<file path="src/rtl/traffic_pkg.sv">
// rtl/traffic_pkg.sv - phase encoding, light codes and phase order for the traffic light controller
package traffic_pkg;

  localparam int REMAIN_W = 7;

  localparam logic [2:0] LT_RED = 3'b100;
  localparam logic [2:0] LT_YEL = 3'b010;
  localparam logic [2:0] LT_GRN = 3'b001;

  typedef enum logic [2:0] {
    MAIN_G = 3'd0,
    MAIN_Y = 3'd1,
    RED1   = 3'd2,
    SIDE_G = 3'd3,
    SIDE_Y = 3'd4,
    RED2   = 3'd5
  } state_e;

  function automatic state_e next_phase(input state_e s);
    case (s)
      MAIN_G:  next_phase = MAIN_Y;
      MAIN_Y:  next_phase = RED1;
      RED1:    next_phase = SIDE_G;
      SIDE_G:  next_phase = SIDE_Y;
      SIDE_Y:  next_phase = RED2;
      default: next_phase = MAIN_G;
    endcase
  endfunction

endpackage

</file>
<file path="src/rtl/sec_tick_sync.sv">
// rtl/sec_tick_sync.sv - brings the seconds level into clk_20 and emits one pulse per rising edge
module sec_tick_sync (
  input  logic clk_20,
  input  logic rst,
  input  logic clk_1Hz,
  output logic sec_tick
);

  logic s1_q, s2_q, s3_q;
  logic s1_d, s2_d, s3_d;

  always_comb begin
    s1_d = clk_1Hz;
    s2_d = s1_q;
    s3_d = s2_q;
  end

  always_ff @(posedge clk_20) begin
    if (rst) begin
      s1_q <= 1'b0;
      s2_q <= 1'b0;
      s3_q <= 1'b0;
    end else begin
      s1_q <= s1_d;
      s2_q <= s2_d;
      s3_q <= s3_d;
    end
  end

  // s3 only records history; edge decision is made on the second sync stage
  assign sec_tick = s2_q & ~s3_q;

endmodule

</file>
<file path="src/rtl/traffic_light_fsm.sv">
// rtl/traffic_light_fsm.sv - timed main/side road light sequencer; SIDE_SENSOR_EN adds side_car gating
module traffic_light_fsm
  import traffic_pkg::*;
#(
  parameter int unsigned T_MAIN_GREEN  = 30,
  parameter int unsigned T_MAIN_YELLOW = 3,
  parameter int unsigned T_SIDE_GREEN  = 20,
  parameter int unsigned T_SIDE_YELLOW = 3,
  parameter int unsigned T_ALL_RED     = 1
) (
  input  logic                clk_20,
  input  logic                rst,
  input  logic                clk_1Hz,
`ifdef SIDE_SENSOR_EN
  input  logic                side_car,
`endif
  output logic [2:0]          main_light,
  output logic [2:0]          side_light,
  output logic [REMAIN_W-1:0] remain,
  output logic                sec_tick
);

  if (T_MAIN_GREEN  < 1 || T_MAIN_GREEN  > 127 ||
      T_MAIN_YELLOW < 1 || T_MAIN_YELLOW > 127 ||
      T_SIDE_GREEN  < 1 || T_SIDE_GREEN  > 127 ||
      T_SIDE_YELLOW < 1 || T_SIDE_YELLOW > 127 ||
      T_ALL_RED     < 1 || T_ALL_RED     > 127) begin : g_bad_duration
    $error("traffic_light_fsm: every phase duration must be in 1..127");
  end

  function automatic logic [REMAIN_W-1:0] dur_of(input state_e s);
    case (s)
      MAIN_G:  dur_of = REMAIN_W'(T_MAIN_GREEN);
      MAIN_Y:  dur_of = REMAIN_W'(T_MAIN_YELLOW);
      SIDE_G:  dur_of = REMAIN_W'(T_SIDE_GREEN);
      SIDE_Y:  dur_of = REMAIN_W'(T_SIDE_YELLOW);
      default: dur_of = REMAIN_W'(T_ALL_RED);
    endcase
  endfunction

  state_e              state_q, state_d;
  logic [REMAIN_W-1:0] remain_q, remain_d;
  logic                tick;
  logic                advance;

  sec_tick_sync u_sync (
    .clk_20   (clk_20),
    .rst      (rst),
    .clk_1Hz  (clk_1Hz),
    .sec_tick (tick)
  );

  always_comb begin
    state_d  = state_q;
    remain_d = remain_q;
    advance  = 1'b0;
    if (tick) begin
      if (remain_q > REMAIN_W'(1)) begin
        remain_d = remain_q - REMAIN_W'(1);
      end else begin
`ifdef SIDE_SENSOR_EN
        // main green is extended at remain==1 until a side car is waiting
        advance = (state_q != MAIN_G) || side_car;
`else
        advance = 1'b1;
`endif
      end
    end
    if (advance) begin
      state_d  = next_phase(state_q);
      remain_d = dur_of(next_phase(state_q));
    end
  end

  always_ff @(posedge clk_20) begin
    if (rst) begin
      state_q  <= MAIN_G;
      remain_q <= REMAIN_W'(T_MAIN_GREEN);
    end else begin
      state_q  <= state_d;
      remain_q <= remain_d;
    end
  end

  always_comb begin
    main_light = LT_RED;
    side_light = LT_RED;
    case (state_q)
      MAIN_G:  main_light = LT_GRN;
      MAIN_Y:  main_light = LT_YEL;
      SIDE_G:  side_light = LT_GRN;
      SIDE_Y:  side_light = LT_YEL;
      default: ;
    endcase
  end

  assign remain   = remain_q;
  assign sec_tick = tick;

endmodule
</file>
<file path="config.mk">
export PLATFORM = sky130hd
export DESIGN_NAME = traffic_light_fsm
export DESIGN_NICKNAME = d
export VERILOG_FILES = /design/src/rtl/traffic_pkg.sv /design/src/rtl/sec_tick_sync.sv /design/src/rtl/traffic_light_fsm.sv
export SDC_FILE = /design/constraint.sdc
export NUM_CORES = 1
export LEC_CHECK = 0
export BUFFER_PORTS_ARGS = -buffer_cell sky130_fd_sc_hd__buf_2
export CORE_AREA = 2 2 43 45
export DETAILED_ROUTE_END_ITERATION = 10
export DIE_AREA = 0 0 45 47
export PLACE_DENSITY = 0.74
export SYNTH_ARGS = -nofsm -noshare
export SYNTH_HDL_FRONTEND = slang
export SYNTH_SLANG_ARGS = --single-unit
</file>
<file path="constraint.sdc">
create_clock -name clk_20 -period 3.1 [get_ports clk_20]
set_input_delay 0.62 -clock clk_20 [delete_from_list [all_inputs] [get_ports clk_20]]
set_output_delay 0.62 -clock clk_20 [all_outputs]
set_load 0.005 [all_outputs]
</file>
==> implementation parameters <==
Parameter                              Value

Outcome
  Result of the run    finished clean

Route
  Number of DRC markers after the initial detailed-route iteration    11
  DR vias/cell    ~5.7
  1st-pass router iterations    2
  Number of antenna-violating nets in the routed design    0
  Post-route DRC violation count    0
  Wirelength, routed    ~1.6 mm
  Average routed wire per standard cell    roughly 13 microns
  Total number of vias    around 680

Clock network
  Clock-pin slew on the worst setup and hold paths    0.08 ns
  CTS H-Tree Depth    1
  # hold bufs at CTS    0
  Clk Tree Root Cell    clkbuf_4
  CTS buffer count    3
  Setup bufs post-CTS    0
  Clock tree from TritonCTS    yes
  Longest Clk Path Bufs    2
  Number of clock sinks seen by CTS    13
  Later-pin clock latency in the skew report    roughly 0.29 ns
  Gates resized, CTS repair    0

Critical path
  Category of the most critical setup path    register to output port
  Reg2Reg Depth    4
  Type of destination of the critical path    output port
  R2R Path Start    remain[4]
  Most prevalent standard cell on the critical path    nor2_1
  Reg2reg end    state_q[2]
  Startpoint of the most critical setup path    state_q[0]
  Data arrival time of the critical path    1.30 ns
  Data required time of the critical path    2.48 ns
  Worst setup slack for register-to-register paths    1.24 ns
  Kind of start point of the critical path    register
  Worst Path Max Fanout    11
  Maximum single-stage delay on the critical path    between 0.5 and 0.6 ns
  Capturing instance or port of the critical path    side_light[2]
  Cell at the slowest stage of the critical path    dfxtp_1
  CP Cell Sequence    nor2_1 -> and2_1 -> nor2_1 -> buf_2

Timing
  Setup repair after global routing missed its margin    false
  Setup total negative slack    0 ns
  Slew of the pin with the lowest slew margin    about 0.51 ns
  Final setup skew    roughly 0.004 ns
  Period utilization    approximately 62%
  Number of setup violations in the final report    0
  Time the final worst path needs with I/O delays and setup    1.92 ns
  Number of max-slew violations in the final report    0
  Max frequency    ~520 MHz
  Final Hold Fails    0
  Worst max-slew margin expressed relative to the limit    between 60% and 70%

Floorplanning
  Initial core utilization    between 40 and 50%
  Width of the die    45 microns
  Standard-cell rows    15
  Ports placed on the boundary    17
  Die area    approximately 0.0021 sq mm
  Die height    between 40 and 50 microns
  Area inside the core boundary    0.00165 sq mm

GRT
  Via count of the first global-routing pass    569
  Global-route wire length before repair    ~2.5 mm
  Maximum number of pins on one net before global-route repair    15
  Initial antenna violation count    0
  GRT Residual Overflow    0
  All-Layer GR Usage    ~18%

Finish
  Final nets    109
  Top library cells by usage in the layout, fill and taps aside    16 x buf_2, 13 x dfxtp_1, 11 x nor2_1, 7 x inv_1, 5 x a21oi_1
  Proportion of layout cells with a drive suffix above 1    27.2%
  Signed area change from the synthesized netlist to the final layout    14.9%
  Post-Route Utilization    approximately half
  Ant. Diodes    0
  Most frequent standard cell in the layout excluding fill and tap cells    buf_2
  Final cell area excluding filler cells    about 850 sq um
  Post-layout instance count excluding filler cells    120

Logic synthesis
  Area of the mapped netlist    ~740 sq um
  Flip-flop and latch count after synthesis    13
  Synthesized net count    between 90 and 100
  Gate Count Post-Synth    a little under 90
  Post-synth top area cell    dfxtp_1
  Synth top area share    approximately a third
  Number of warning messages in the yosys log    0
  Leading cell types by total area after synthesis    dfxtp_1 35%, nor2_1 5.6%, mux2i_1 4.1%
  Number of unique standard cell types used by synthesis    34
  Register area share after synthesis    between 30% and 40%
  Average cell area after synthesis    8.40 sq um

Placed design
  Placed standard-cell area    822 sq um
  Instance count after placement with tap cells included    between 100 and 150
  Placer congestion estimate    0.803
  Post-DP HPWL    between 1 and 1.5 mm
  Port Buffer Count    16

Pwr
  Pwr per Cell Area    between 300 and 400 mW/mm^2
  Leakage power total    ~0.36 nW
  Worst supply voltage drop on vdd    0.265 mV
  Total Power Consumption    slightly above 0.3 mW

Worst hold path
  Hold crit path type    register to register
  Depth of the worst hold-timing path    1

Run
  MaxCap Viol Count    0
-- worst max-delay path, delay by kind of cell (launching register included) --
kind,cells,cell delay (ns)
flip-flops,1,0.54
buffers and inverters,1,0.11
AND/OR/NAND/NOR,3,0.37
-- routing by layer --
metal / vias up / global-route usage [%] / share of wire, %
met1: 314 / 20.3 / 45
met5: - / 0 / 0
met4: 0 / 13.5 / 4.3
met2: 21 / 26.6 / 45
li1: 341 / - / -
met3: 7 / 6.54 / 6.1
-- final cells by class --
class | instances | area, sq um
fill | 169 | 802
multi-input combinational | 63 | 434
sequential | 13 | 260
timing repair buffer | 16 | 80.1
inverter | 7 | 26.3
clock buffer | 3 | 22.5
tap | 17 | 21.3
clock inverter | 1 | 5.00
-- through the flow --
stage	worst slack (ns)	hold slack, ns
after floorplan	1.34	0.414
after global placement	1.28	0.423
after detailed placement	1.24	0.430
after CTS	1.15	0.452
after global routing	1.07	0.471
final	1.18	0.445
-- sequential cells by signal, indices dropped and copies added (netlist names) --
signal / count
state_q: 3
u_sync.s1_q: 1
u_sync.s3_q: 1
u_sync.s2_q: 1
remain: 7
-- cell usage after synthesis (all sizes together) --
cell and count:
o311ai 1, o21bai 1, dfxtp 13, a221o 1, a21oi 5, ha 2, and4b 1, nand2b 2
o21ai 5, a211o 1, or3 3, o21ba 1, clkbuf 5, a31o 1, a41oi 1, nor4 2
a31oi 2, nor3 2, a32o 1, nor2b 4, or4 1, inv 7, mux2 2, nor4b 1
and2 1, xor2 1, or2 1, nor3b 2, mux2i 3, nand2 4, nor2 11
-- cell families (layout without fill, tap and decap cells) --
| logic type | Yosys count | count (layout) | share of synthesized area [%] |
|---|---|---|---|
| AOI/OAI and AO/OA | 20 | 20 | 18.3 |
| adders and majority gates | 2 | 2 | 3.38 |
| xor gates and xnor gates | 1 | 1 | 1.18 |
| muxes | 5 | 5 | 7.11 |
| and+or+nand+nor | 35 | 35 | 28.8 |
| buffers and inverters | 12 | 27 | 6.09 |
| DFF | 13 | 13 | 35.2 |
-- power by group --
part           switching (mW)  internal, mW  leakage [nW]  total [mW]
clock network          0.0637        0.0481        0.0177       0.112
registers             0.00318         0.170         0.106       0.173
logic                  0.0119       0.00869         0.232      0.0206
total                  0.0788         0.227         0.355       0.306
-- how the worst min path moves through the flow --
stage	from	to	slack, ns
final	u_sync.s1_q	u_sync.s2_q	0.45
after global routing	u_sync.s1_q	u_sync.s2_q	0.47
after CTS	u_sync.s1_q	u_sync.s2_q	0.45
after detailed placement	u_sync.s1_q	u_sync.s2_q	0.43
after global placement	u_sync.s1_q	u_sync.s2_q	0.42
after floorplan	u_sync.s1_q	u_sync.s2_q	0.41
Note: power is estimated with default switching activity, not from simulation.
